**config.mk**
```make
export PLATFORM = sky130hd
export DESIGN_NAME = vga_timing_multi
export DESIGN_NICKNAME = d
export VERILOG_FILES = /design/src/rtl/vga_timing_multi.sv
export SDC_FILE = /design/constraint.sdc
export NUM_CORES = 1
export LEC_CHECK = 0
export ABC_CLOCK_PERIOD_IN_PS = 4200
export BUFFER_PORTS_ARGS = -buffer_cell sky130_fd_sc_hd__clkbuf_2
export CAP_MARGIN = 15
export CORE_ASPECT_RATIO = 1.75
export CORE_MARGIN = 1.5
export CORE_UTILIZATION = 53
export DETAILED_ROUTE_END_ITERATION = 10
export PLACE_DENSITY = 0.72
export REMOVE_ABC_BUFFERS = 1
export SETUP_SLACK_MARGIN = 0.4
export SYNTH_ARGS = -nofsm -noshare
export SYNTH_HDL_FRONTEND = slang
export SYNTH_SLANG_ARGS = --single-unit
```
**constraint.sdc**
```tcl
create_clock -name clk -period 4.2 [get_ports clk]
set_input_delay 0.21 -clock clk [delete_from_list [all_inputs] [get_ports clk]]
set_output_delay 0.21 -clock clk [all_outputs]
set_load 0.02 [all_outputs]
```
**src/rtl/vga_timing_multi.sv**
```systemverilog
// Runtime-reprogrammable VGA timing generator with a shadow timing set that
// is committed atomically at the frame boundary.
module vga_timing_multi #(
  parameter int unsigned W     = 12,
  parameter int unsigned H_RES = 1024,
  parameter int unsigned H_SS  = 1032,
  parameter int unsigned H_SE  = 1176,
  parameter int unsigned H_TOT = 1344,
  parameter int unsigned V_RES = 768,
  parameter int unsigned V_SS  = 771,
  parameter int unsigned V_SE  = 777,
  parameter int unsigned V_TOT = 806,
  parameter bit          H_POL = 1'b0,
  parameter bit          V_POL = 1'b0
) (
  input  logic         clk,
  input  logic         rst,
  input  logic         cfg_we,
  input  logic [3:0]   cfg_addr,
  input  logic [W-1:0] cfg_data,
  output logic         cfg_pending,
  output logic         cfg_error,
  output logic [W-1:0] hdata,
  output logic [W-1:0] vdata,
  output logic         hsync,
  output logic         vsync,
  output logic         blank,
  output logic         line_start,
  output logic         frame_start
);

  typedef struct packed {
    logic [W-1:0] h_res;
    logic [W-1:0] h_ss;
    logic [W-1:0] h_se;
    logic [W-1:0] h_tot;
    logic [W-1:0] v_res;
    logic [W-1:0] v_ss;
    logic [W-1:0] v_se;
    logic [W-1:0] v_tot;
    logic         h_pol;
    logic         v_pol;
  } timing_t;

  localparam timing_t RST_SET = '{
    h_res: W'(H_RES), h_ss: W'(H_SS), h_se: W'(H_SE), h_tot: W'(H_TOT),
    v_res: W'(V_RES), v_ss: W'(V_SS), v_se: W'(V_SE), v_tot: W'(V_TOT),
    h_pol: H_POL, v_pol: V_POL
  };

  timing_t      sh_q, sh_d, act_q, act_d;
  logic [W-1:0] h_q, h_d, v_q, v_d;
  logic         pend_q, pend_d, err_q, err_d;
  logic         run_q;

  logic h_last_c, v_last_c, apply_c, valid_c;
  logic hs_act_c, vs_act_c, blank_c;

  assign h_last_c = (h_q == (act_q.h_tot - W'(1)));
  assign v_last_c = (v_q == (act_q.v_tot - W'(1)));
  // Apply looks at the pending state from before any same-cycle commit.
  assign apply_c  = run_q & h_last_c & v_last_c & pend_q;
  assign valid_c  = (sh_q.h_res != '0) && (sh_q.h_res < sh_q.h_ss) &&
                    (sh_q.h_ss < sh_q.h_se) && (sh_q.h_se <= sh_q.h_tot) &&
                    (sh_q.v_res != '0) && (sh_q.v_res < sh_q.v_ss) &&
                    (sh_q.v_ss < sh_q.v_se) && (sh_q.v_se <= sh_q.v_tot);

  assign hs_act_c = (h_q >= act_q.h_ss) && (h_q < act_q.h_se);
  assign vs_act_c = (v_q >= act_q.v_ss) && (v_q < act_q.v_se);
  assign blank_c  = (h_q >= act_q.h_res) || (v_q >= act_q.v_res);

  // Next-state: counters, register-port writes, commit and frame-boundary apply.
  always_comb begin
    sh_d   = sh_q;
    act_d  = act_q;
    pend_d = pend_q;
    err_d  = 1'b0;
    h_d    = h_q;
    v_d    = v_q;
    if (run_q) begin
      if (h_last_c) begin
        h_d = '0;
        v_d = v_last_c ? '0 : v_q + W'(1);
      end else begin
        h_d = h_q + W'(1);
      end
    end
    if (apply_c) begin
      act_d  = sh_q;
      pend_d = 1'b0;
    end
    if (cfg_we) begin
      case (cfg_addr)
        4'd0: sh_d.h_res = cfg_data;
        4'd1: sh_d.h_ss  = cfg_data;
        4'd2: sh_d.h_se  = cfg_data;
        4'd3: sh_d.h_tot = cfg_data;
        4'd4: sh_d.v_res = cfg_data;
        4'd5: sh_d.v_ss  = cfg_data;
        4'd6: sh_d.v_se  = cfg_data;
        4'd7: sh_d.v_tot = cfg_data;
        4'd8: begin
          sh_d.h_pol = cfg_data[0];
          sh_d.v_pol = cfg_data[1];
        end
        4'd9: begin
          pend_d = valid_c;
          err_d  = ~valid_c;
        end
        default: ;
      endcase
    end
  end

  // State registers; run_q holds the counters at (0,0) for one cycle after reset.
  always_ff @(posedge clk) begin
    if (rst) begin
      sh_q   <= RST_SET;
      act_q  <= RST_SET;
      h_q    <= '0;
      v_q    <= '0;
      pend_q <= 1'b0;
      err_q  <= 1'b0;
      run_q  <= 1'b0;
    end else begin
      sh_q   <= sh_d;
      act_q  <= act_d;
      h_q    <= h_d;
      v_q    <= v_d;
      pend_q <= pend_d;
      err_q  <= err_d;
      run_q  <= 1'b1;
    end
  end

  // Registered video decode of the counters, one cycle behind them.
  always_ff @(posedge clk) begin
    if (rst || !run_q) begin
      hdata       <= '0;
      vdata       <= '0;
      hsync       <= ~H_POL;
      vsync       <= ~V_POL;
      blank       <= 1'b1;
      line_start  <= 1'b0;
      frame_start <= 1'b0;
    end else begin
      hdata       <= h_q;
      vdata       <= v_q;
      hsync       <= hs_act_c ? act_q.h_pol : ~act_q.h_pol;
      vsync       <= vs_act_c ? act_q.v_pol : ~act_q.v_pol;
      blank       <= blank_c;
      line_start  <= (h_q == '0);
      frame_start <= (h_q == '0) && (v_q == '0);
    end
  end

  assign cfg_pending = pend_q;
  assign cfg_error   = err_q;

endmodule
```
# ---- After elaboration in Yosys (flattened, before gate mapping)
# Cells that the tools add are included.
# Widths: inputs -> output; s select.
dict set report word_totals {
  ff_bits 252
  latch_bits 0
  ram_bits 0
  rom_bits 0
  inputBits 19
  output_inout_bits 31
  elab_cells 104
  n_memories 0
}
dict set report op_classes {
  add_sub_neg 4
  n_mul 0
  n_div 0
  magnitude_cmp 12
  n_eq_ne 11
  n_shift 0
  n_mux 8
  bitwise 8
  reduce_logical 29
}
# op n
set ops {}
lappend ops {{$lt 12x12->1} 6}
lappend ops {{$ge 12x12->1} 4}
lappend ops {{$add 12x1->12 const B} 2}
lappend ops {{$eq 12x12->1} 2}
lappend ops {{$le 12x12->1} 2}
lappend ops {{$logic_not 12->1} 2}
lappend ops {{$mux 12} 2}
lappend ops {{$reduce_bool 12->1} 2}
lappend ops {{$sub 12x1->12 const B} 2}
lappend ops {{$reduce_and 2->1} 10}
lappend ops {{$eq 4x3->1 const B} 4}
lappend ops {{$logic_and 1x1->1} 10}
lappend ops {{$eq 4x2->1 const B} 2}
lappend ops {{$eq 4x4->1 const B} 2}
lappend ops {{$mux 1} 6}
lappend ops {{$not 1->1} 5}
lappend ops {{$eq 4x1->1 const B} 1}
lappend ops {{$logic_not 4->1} 1}
lappend ops {{$and 1x1->1} 3}
lappend ops {{$reduce_or 3->1} 1}
lappend ops {{$logic_or 1x1->1} 2}
lappend ops {{$logic_not 1->1} 1}

# ---- Depth between registers and ports, before layout
# Gate-level depths: netlist (run 1).
dict set report depth {
  ltp_word 10
  depth_mapped 13
  depth_no_buf 10
}

# ---- Worst setup path before layout (run 1)
# No wires, ideal clock.
dict set report synth_timing {
  path_type {register to register}
  from {register act_q[50] in the netlist's numbering}
  to {register act_q[26] in the netlist's numbering}
  setup_time_ns 0.129
  arrival_time_ns 2.735
  t_required_ns 4.071
  path_slack_ns 1.336
  path_stages_with_launch 13
  n_path_buf 2
  synth_period_minus_slack_ns 2.864
  path_cell_list {dfxtp_1 inv_1 ha_1 or4b_4 or4_1 a31oi_1 nor2_1 nor4_4 nand4_1 buf_4 buf_6 mux2i_1 nand2_1}
}
dict set report synth_between {
  elab_chain_cells 5
}
# element line_no
set synth_rtl {}
lappend synth_rtl {{start, declared} 51} ;# timing_t sh_q, sh_d, act_q, act_d;
lappend synth_rtl {{start signal, assigned} 127} ;# act_q <= act_d;
lappend synth_rtl {{$sub 12x1->12} 59} ;# assign h_last_c = (h_q == (act_q.h_tot - W'(1)));
lappend synth_rtl {{$eq 12x12->1} 59}
lappend synth_rtl {{$and 1x1->1 (3 in series)} 62} ;# assign apply_c = run_q & h_last_c & v_last_c & pend_q;
# Every way passes these cells.
# A chain may end at the register's enable or synchronous reset.

# ---- Final worst setup path (run 1)
dict set report layout_timing {
  from {register act_q[2] in the netlist's numbering}
  to {register act_q[96] in the netlist's numbering}
}
dict set report layout_between {
  elab_chain_cells 4
}
# element line_no
set layout_rtl {}
lappend layout_rtl {{$sub 12x1->12} 60} ;# assign v_last_c = (v_q == (act_q.v_tot - W'(1)));
lappend layout_rtl {{$eq 12x12->1} 60}
lappend layout_rtl {{$and 1x1->1 (2 in series)} 62}
# Every way passes these cells.

==> results of run 1 <==
[worst min-delay path by stage]
stage,end,start,slack [ps]
finish,sh_q[24],cfg_data[10],110
global placement,sh_q[0],sh_q[0],460
detailed placement,sh_q[0],sh_q[0],460
floorplan,h_q[1],rst,280
CTS,sh_q[24],cfg_data[10],100
global route,sh_q[82],cfg_data[8],120
[power groups by stage]
stage	Sequential, mW	Combinational [mW]	Clock, mW
after floorplan	2.48	0.109	0
after global placement	2.48	0.227	0
after detailed placement	2.49	0.229	0
after CTS	2.43	0.231	2.49
after global routing	2.43	0.253	2.59
final	2.43	0.233	2.46
[metrics by stage]
step / hold slack (ps) / util (%) / setup TNS [ps] / total power [mW]
detailed placement: 462 / 55.4 / 0 / 2.71
finish: 112 / 59.1 / 0 / 5.13
floorplan: 279 / - / -301440 / 2.59
global placement: 456 / 55.4 / 0 / 2.71
global route: 120 / 59.1 / 0 / 5.27
CTS: 98.2 / 59.1 / 0 / 5.15
[per-layer routing]
metal  up-vias  part of all wire [%]  GRT usage, %
li1       5160                     -             -
met1      5072                    36          30.1
met2       319                    51          51.9
met3       142                   3.6          2.75
met4         0                   8.8          22.3
met5         -                     0             0
[layout by cell type, fill, tap and decap left out, types with 5 or more instances in the layout]
master,count
o211ai_1,45
nor2_1,138
buf_4,14
xor2_1,28
nor2b_1,6
a21oi_1,84
clkinv_2,5
xnor2_1,20
clkbuf_8,5
a211oi_1,6
o22ai_1,6
nor3_1,30
bufinv_16,5
dfxtp_1,252
nand3_1,27
and3_1,7
and2_1,29
o21a_1,13
ha_1,144
clkbuf_2,48
clkbuf_16,25
nand2_1,186
inv_1,152
o21ai_0,18
nand2b_1,14
nor4_1,15
a21o_1,34
nand4_1,20
mux2i_1,106
[final cells by class]
| type | count | area [um2] | area share (%) |
|---|---|---|---|
| Inverter | 153 | 574 | 3.98 |
| Timing Repair Buffer | 63 | 365 | 2.53 |
| Sequential cell | 252 | 5040 | 35.0 |
| Tap cell | 312 | 390 | 2.70 |
| Clock inverter | 13 | 200 | 1.39 |
| Multi-Input combinational cell | 1033 | 7160 | 49.6 |
| Clock buffer | 31 | 698 | 4.84 |
[sequential cells by signal (all words and copies together) (netlist names)]
name	cells
hsync	1
sh_q	98
blank	1
cfg_error	1
vsync	1
frame_start	1
act_q	98
cfg_pending	1
line_start	1
run_q	1
vdata	12
h_q	12
v_q	12
hdata	12
[cell families (layout without fill, tap and decap cells)]
family,count (synthesis),in the layout,share of synthesized area [%]
adder cells (fa/ha/maj),144,144,13.7
AO/OA/AOI/OAI,236,236,11.8
multiplexers,108,108,8.26
AND/OR/NAND/NOR,497,497,17.5
buffers and inverters,227,260,7.01
flip-flops,252,252,38.5
XOR/XNOR,48,48,3.21
[critical path: stages, from the launching register on]
cell and delay, ps:
dfxtp_1 350, inv_1 90, ha_1 240, or4b_1 570, nor4b_1 350, o21a_1 160, o21ai_1 90, a2111oi_4 470
nand4_1 240, buf_12 310, mux2i_1 250, nand2_1 70
==> run_results.csv, run 1 <==
group,metric,value,unit
layout,final_area,0.0144,mm2
placement,gp_congestion,0.942,
sta,setup_ws,747,ps
cts,cts_sinks,252,
sta,slew_headroom,27.3,%
global_routing,grtUsageTotal,28.8,%
sta,period_share,82.2,%
hold_path,hold_depth,3,
layout,nets,1690,
synth,synth_cells,1512,
cts,holdBufCountCts,0,
synth,synth_edf_count,0,
placement,place_area,0.0135,mm2
die,die_w,122,um
cts,cts.root.buffer_cell,"clkbuf_16",
cts,cts_tree,"done",
synth,syn-cell-area,0.0131,mm2
power,power_switching,1.16,mW
synth,synthTopCellsByCount,"dfxtp_1, nand2_1, inv_1",
sta,slew_viol_final,0,
placement,dp_cells,1813,
route,drt-total-wl,36500,um
cts,insertion_delay,540,ps
route,drc,0,
status,status,"complete, no violations",
layout,area_delta_synth_final,10.0,%
route,antenna_left,0,
die,dieArea,0.0257,mm2
sta,hold_viol_final,0,
synth,synth-warning-count,0,
route,wl_per_cell,19.7,um
placement,detailed_place_hpwl,26300,um
synth,ys_seq_area_share,38.5,%
global_routing,grt_pass1_vias,10434,
layout,final_cell_count_no_fill,1857,
power,intPower,3.96,mW
cts,postCtsSetupBuffers,0,
route,dr.pass1.iters,5,
cts,clockBufferDepth,3,
global_routing,antenna_found_initial,0,
synth,synth_area_leaders,"dfxtp_1, ha_1, mux2i_1",
setup_path,end_kind,"flip-flop",
synth,synth_ff_type,"dfxtp_1",
cts,post_cts_resize_count,0,
setup_path,critPathLaunch,"act_q[2]",
synth,synth.largest_area_cell,"dfxtp_1",
synth,async_flop_share,0,%
setup_path,cp_data_required_time,4580,ps
placement,io_buffer_count,49,
die,num_rows,76,
synth,ys_types,58,
hold_path,hold_class,"input port to flip-flop",
global_routing,grt_max_degree,97,
route,first_iter_violations,597,
setup_path,reg2reg_depth,11,
sta,fin_worst_skew,9.71,ps
layout,n_fill_cell,2130,
setup_path,start_kind,"flip-flop",
cts,clk_pin_slew,70,ps
setup_path,criticalPathCategory,"flip-flop to flip-flop",
power,power_density,355,mW/mm2
setup_path,reg2reg_to,"act_q[96]",
sta,max_slew.worst_pin.slew,1090,ps
route,vias,10693,
setup_path,critPathCapture,"act_q[96]",
layout,antenna_cells,0,
cts,cts_buffers,24,
synth,ys_ff_latch,252,
run,drv_cap,0,
setup_path,crit_fanout,96,
die,ios,50,
die,design.core.area,0.0244,mm2
sta,setup_viol,0,
power,p_seq_share,47.4,%
sta,max_freq,290,MHz
power,p_comb_share,4.5,%
placement,post-place-ws,852,ps
layout,drive_gt1_share,7.57,%
setup_path,r2r_start,"act_q[2]",
power,clock_power_share,48.0,%
global_routing,overflow,0,
synth,synth.most_common_cell,"dfxtp_1",
sta,period_minus_slack,3450,ps
setup_path,crit_arrival,3840,ps
global_routing,grt_first_pass_wirelength,56300,um
cts,cts.htree.levels,1,
synth,syn_avg_cell_area,8.67,um2
synth,yosysTopAreaCellShare,38.5,%
setup_path,reg2reg_slack,750,ps
route,routed_via_density,5.76,
die,die_y,211,um
power,power_leakage,6.94,nW
power,swShare,22.7,%
sta,rsz0062_at_grt,"no",
die,start_util,53.7,%
power,ir_drop,241,uV
(Power assumes the default switching activity.)
==> run 2, diff against run 1 <==
ABC_AREA = 1   (was not set)
ABC_CLOCK_PERIOD_IN_PS = 3190   (was 4200)
clock period = 3.19 ns   (was 4.2 ns; I/O delays follow)
==> run 2 against run 1 <==
  * Design area up 7.7%
  * Sequential cell count is the same
  * Cell count rose by 26%
  * Critical path depth up 6
  * Via count rose by 21%
  * Synthesized cell count increased by 31%
  * Die area increased by 7.5%
  * Synthesized area is 7.7% higher
  * Global-route usage is 0.96 points lower
  * Non-clock buffer count is 20 higher
  * Clock power increased by 18%
  * Critical endpoint is now act_q[59]
==> run_results.csv, run 2 <==
group,metric,value,unit
setup_path,reg2reg_slack,610,ps
setup_path,critPathCapture,"act_q[59]",
sta,period_share,81.0,%
synth,yosysTopAreaCellShare,35.7,%
cts,cts_sinks,252,
setup_path,cp_data_required_time,3610,ps
sta,setup_ws,606,ps
sta,period_minus_slack,2580,ps
layout,area_delta_synth_final,10.1,%
global_routing,overflow,0,
placement,gp_congestion,0.915,
layout,final_area,0.0155,mm2
placement,io_buffer_count,49,
layout,final_cell_count_no_fill,2342,
sta,fin_worst_skew,14.9,ps
layout,nets,2168,
die,num_rows,78,
route,drt-total-wl,39000,um
setup_path,cp_slowest_stage_delay,390,ps
hold_path,hold_class,"input port to flip-flop",
setup_path,path_cells,"inv_2 > ha_2 > inv_1 > nand2_1 > nand2_1 > nor2_1 > nand3_1 > nor2_1 > nand2_1 > nor2_2 > nand4_2 > nor2_4 > buf_12 > buf_16 > nand3_1 > nand2_1 > nor2_1",
cts,cts_buffers,24,
cts,cts.htree.levels,1,
layout,n_fill_cell,2405,
power,ir_drop,354,uV
synth,synth_cells,1976,
layout,layout.cells.most_common,"nand2_1",
setup_path,criticalPathCategory,"flip-flop to flip-flop",
sta,setup_viol,0,
setup_path,reg2reg_to,"act_q[59]",
placement,post-place-ws,491,ps
sta,slew_headroom,54.0,%
global_routing,grt_max_degree,116,
die,ios,50,
route,dr.pass1.iters,6,
power,power_leakage,7.08,nW
die,die_w,126,um
global_routing,grtUsageTotal,27.9,%
setup_path,crit_family,"simple AND/OR/NAND/NOR gates",
setup_path,path_depth,17,
setup_path,start_kind,"flip-flop",
sta,slew_viol_final,0,
synth,synthTopCellsByCount,"nand2_1, inv_1, dfxtp_1",
die,start_util,54.2,%
global_routing,grt_pass1_vias,12348,
cts,clk_pin_slew,60,ps
power,fin_total_pwr,6.48,mW
route,routed_via_density,5.52,
placement,detailed_place_hpwl,28400,um
status,status,"complete, no violations",
setup_path,end_kind,"flip-flop",
layout,final_core_util,59.7,%
die,design.core.area,0.0261,mm2
cts,insertion_delay,540,ps
synth,async_flop_share,0,%
setup_path,crit_arrival,3010,ps
sta,rsz0062_at_grt,"yes",
route,first_iter_violations,905,
setup_path,crit_fanout,20,
sta,finalSetupTns,0,ps
die,dieArea,0.0277,mm2
synth,synth_area_leaders,"dfxtp_1, ha_1, nand2_1",
setup_path,cpMostUsedCell,"nand2_1",
synth,syn-cell-area,0.0141,mm2
setup_path,critPathLaunch,"act_q[50]",
setup_path,reg2reg_depth,17,
placement,place_area,0.0146,mm2
setup_path,crit_buf_inv,4,
die,die_y,219,um
synth,synth_edf_count,0,
route,wl_per_cell,16.6,um
synth,synth.largest_area_cell,"dfxtp_1",
sta,max_freq,387,MHz
cts,cts_tree,"done",
global_routing,grt_first_pass_wirelength,61400,um
synth,synth_ff_type,"dfxtp_1",
synth,ys_types,42,
synth,ys_seq_area_share,35.7,%
route,vias,12925,
cts,clockBufferDepth,3,
sta,hold_viol_final,0,
synth,ys_ff_latch,252,
run,drv_cap,0,
placement,dp_cells,2291,
setup_path,r2r_start,"act_q[50]",
cts,cts.root.buffer_cell,"clkbuf_16",
global_routing,antenna_found_initial,0,
synth,synth-warning-count,0,
layout,drive_gt1_share,7.12,%
power,power_density,417,mW/mm2
synth,syn_avg_cell_area,7.15,um2
sta,max_slew.worst_pin.slew,688,ps
sta,hold_ws,28.0,ps
route,antenna_left,0,
layout,antenna_cells,0,
layout,final_cell_mix,"nand2_1, inv_1, dfxtp_1",
layout,reg.largest.list,"act_q: 98 flops, sh_q: 98 flops",
route,drc,0,
setup_path,critical_path.slowest_cell,"dfxtp_1",
synth,synth.most_common_cell,"nand2_1",
-- run 2: cell count changes after synthesis, sizes merged, moves of 27 or more --
cell   change
nand2    +156
inv      +119
o21ai     +88
mux2i    -106
nand3    +164
a21o      -32
nor2      +86
and2      -27
a21oi    +133
-- run 2: cell type report --
cell class / instances / area [um2] / share of cell area, %
Multi-Input combinational cell: 1370 / 7620 / 49.0
Sequential cell: 252 / 5050 / 32.5
Inverter: 274 / 1030 / 6.63
Clock buffer: 37 / 731 / 4.70
Timing Repair Buffer: 83 / 657 / 4.22
Tap cell: 320 / 400 / 2.58
Clock inverter: 6 / 61.3 / 0.394
-- run 2: worst min-delay path, delay by kind of cell --
family        cells  cell delay (ps)
buf+inv           1               90
simple gates      2              270
-- run 2: timing repair --
| item | 4_1_cts | 5_1_grt |
|---|---|---|
| buffers inserted | 0 | 2 |
| hold endpoints to repair | 5 | 0 |
| setup endpoints to repair | 0 | 110 |
| hold buffers | 2 | 0 |
| gates resized for setup | 0 | 7 |
-- run 2: logic make-up after synthesis --
logic type	Yosys count	share of synthesized area [%]
adder cells (fa/ha/maj)	144	12.8
flip-flops	252	35.7
XOR/XNOR	25	1.65
buffers and inverters	354	10.4
AO/OA/AOI/OAI	376	14.3
AND/OR/NAND/NOR	825	25.2
-- run 2: metal layers --
layer  up-vias  share of wire (%)  track usage (%)
met4         0                6.5             17.9
met1      5872                 40             32.3
met2       372                 49             49.2
met3       123                4.6             2.36
met5         -                  0                0
li1       6558                  -                -
-- run 2: worst min path at each step --
| stage | startpoint | to | slack [ps] | cells after the start |
|---|---|---|---|---|
| 2_1_floorplan | rst | h_q[1] | 230 | 1 |
| 3_3_place_gp | act_q[14] | act_q[14] | 440 | 2 |
| 3_5_place_dp | act_q[23] | act_q[23] | 450 | 2 |
| 4_1_cts | rst | vsync | 20 | 3 |
| 5_1_grt | cfg_data[11] | sh_q[49] | 50 | 3 |
| 6_report | rst | vsync | 30 | 3 |
-- run 2: report_power, final --
group / internal, mW / total (mW) / switching, mW
Sequential: 3.18 / 3.21 / 0.0282
Clock: 1.66 / 2.90 / 1.24
Combinational: 0.115 / 0.375 / 0.260
Total: 4.95 / 6.48 / 1.53
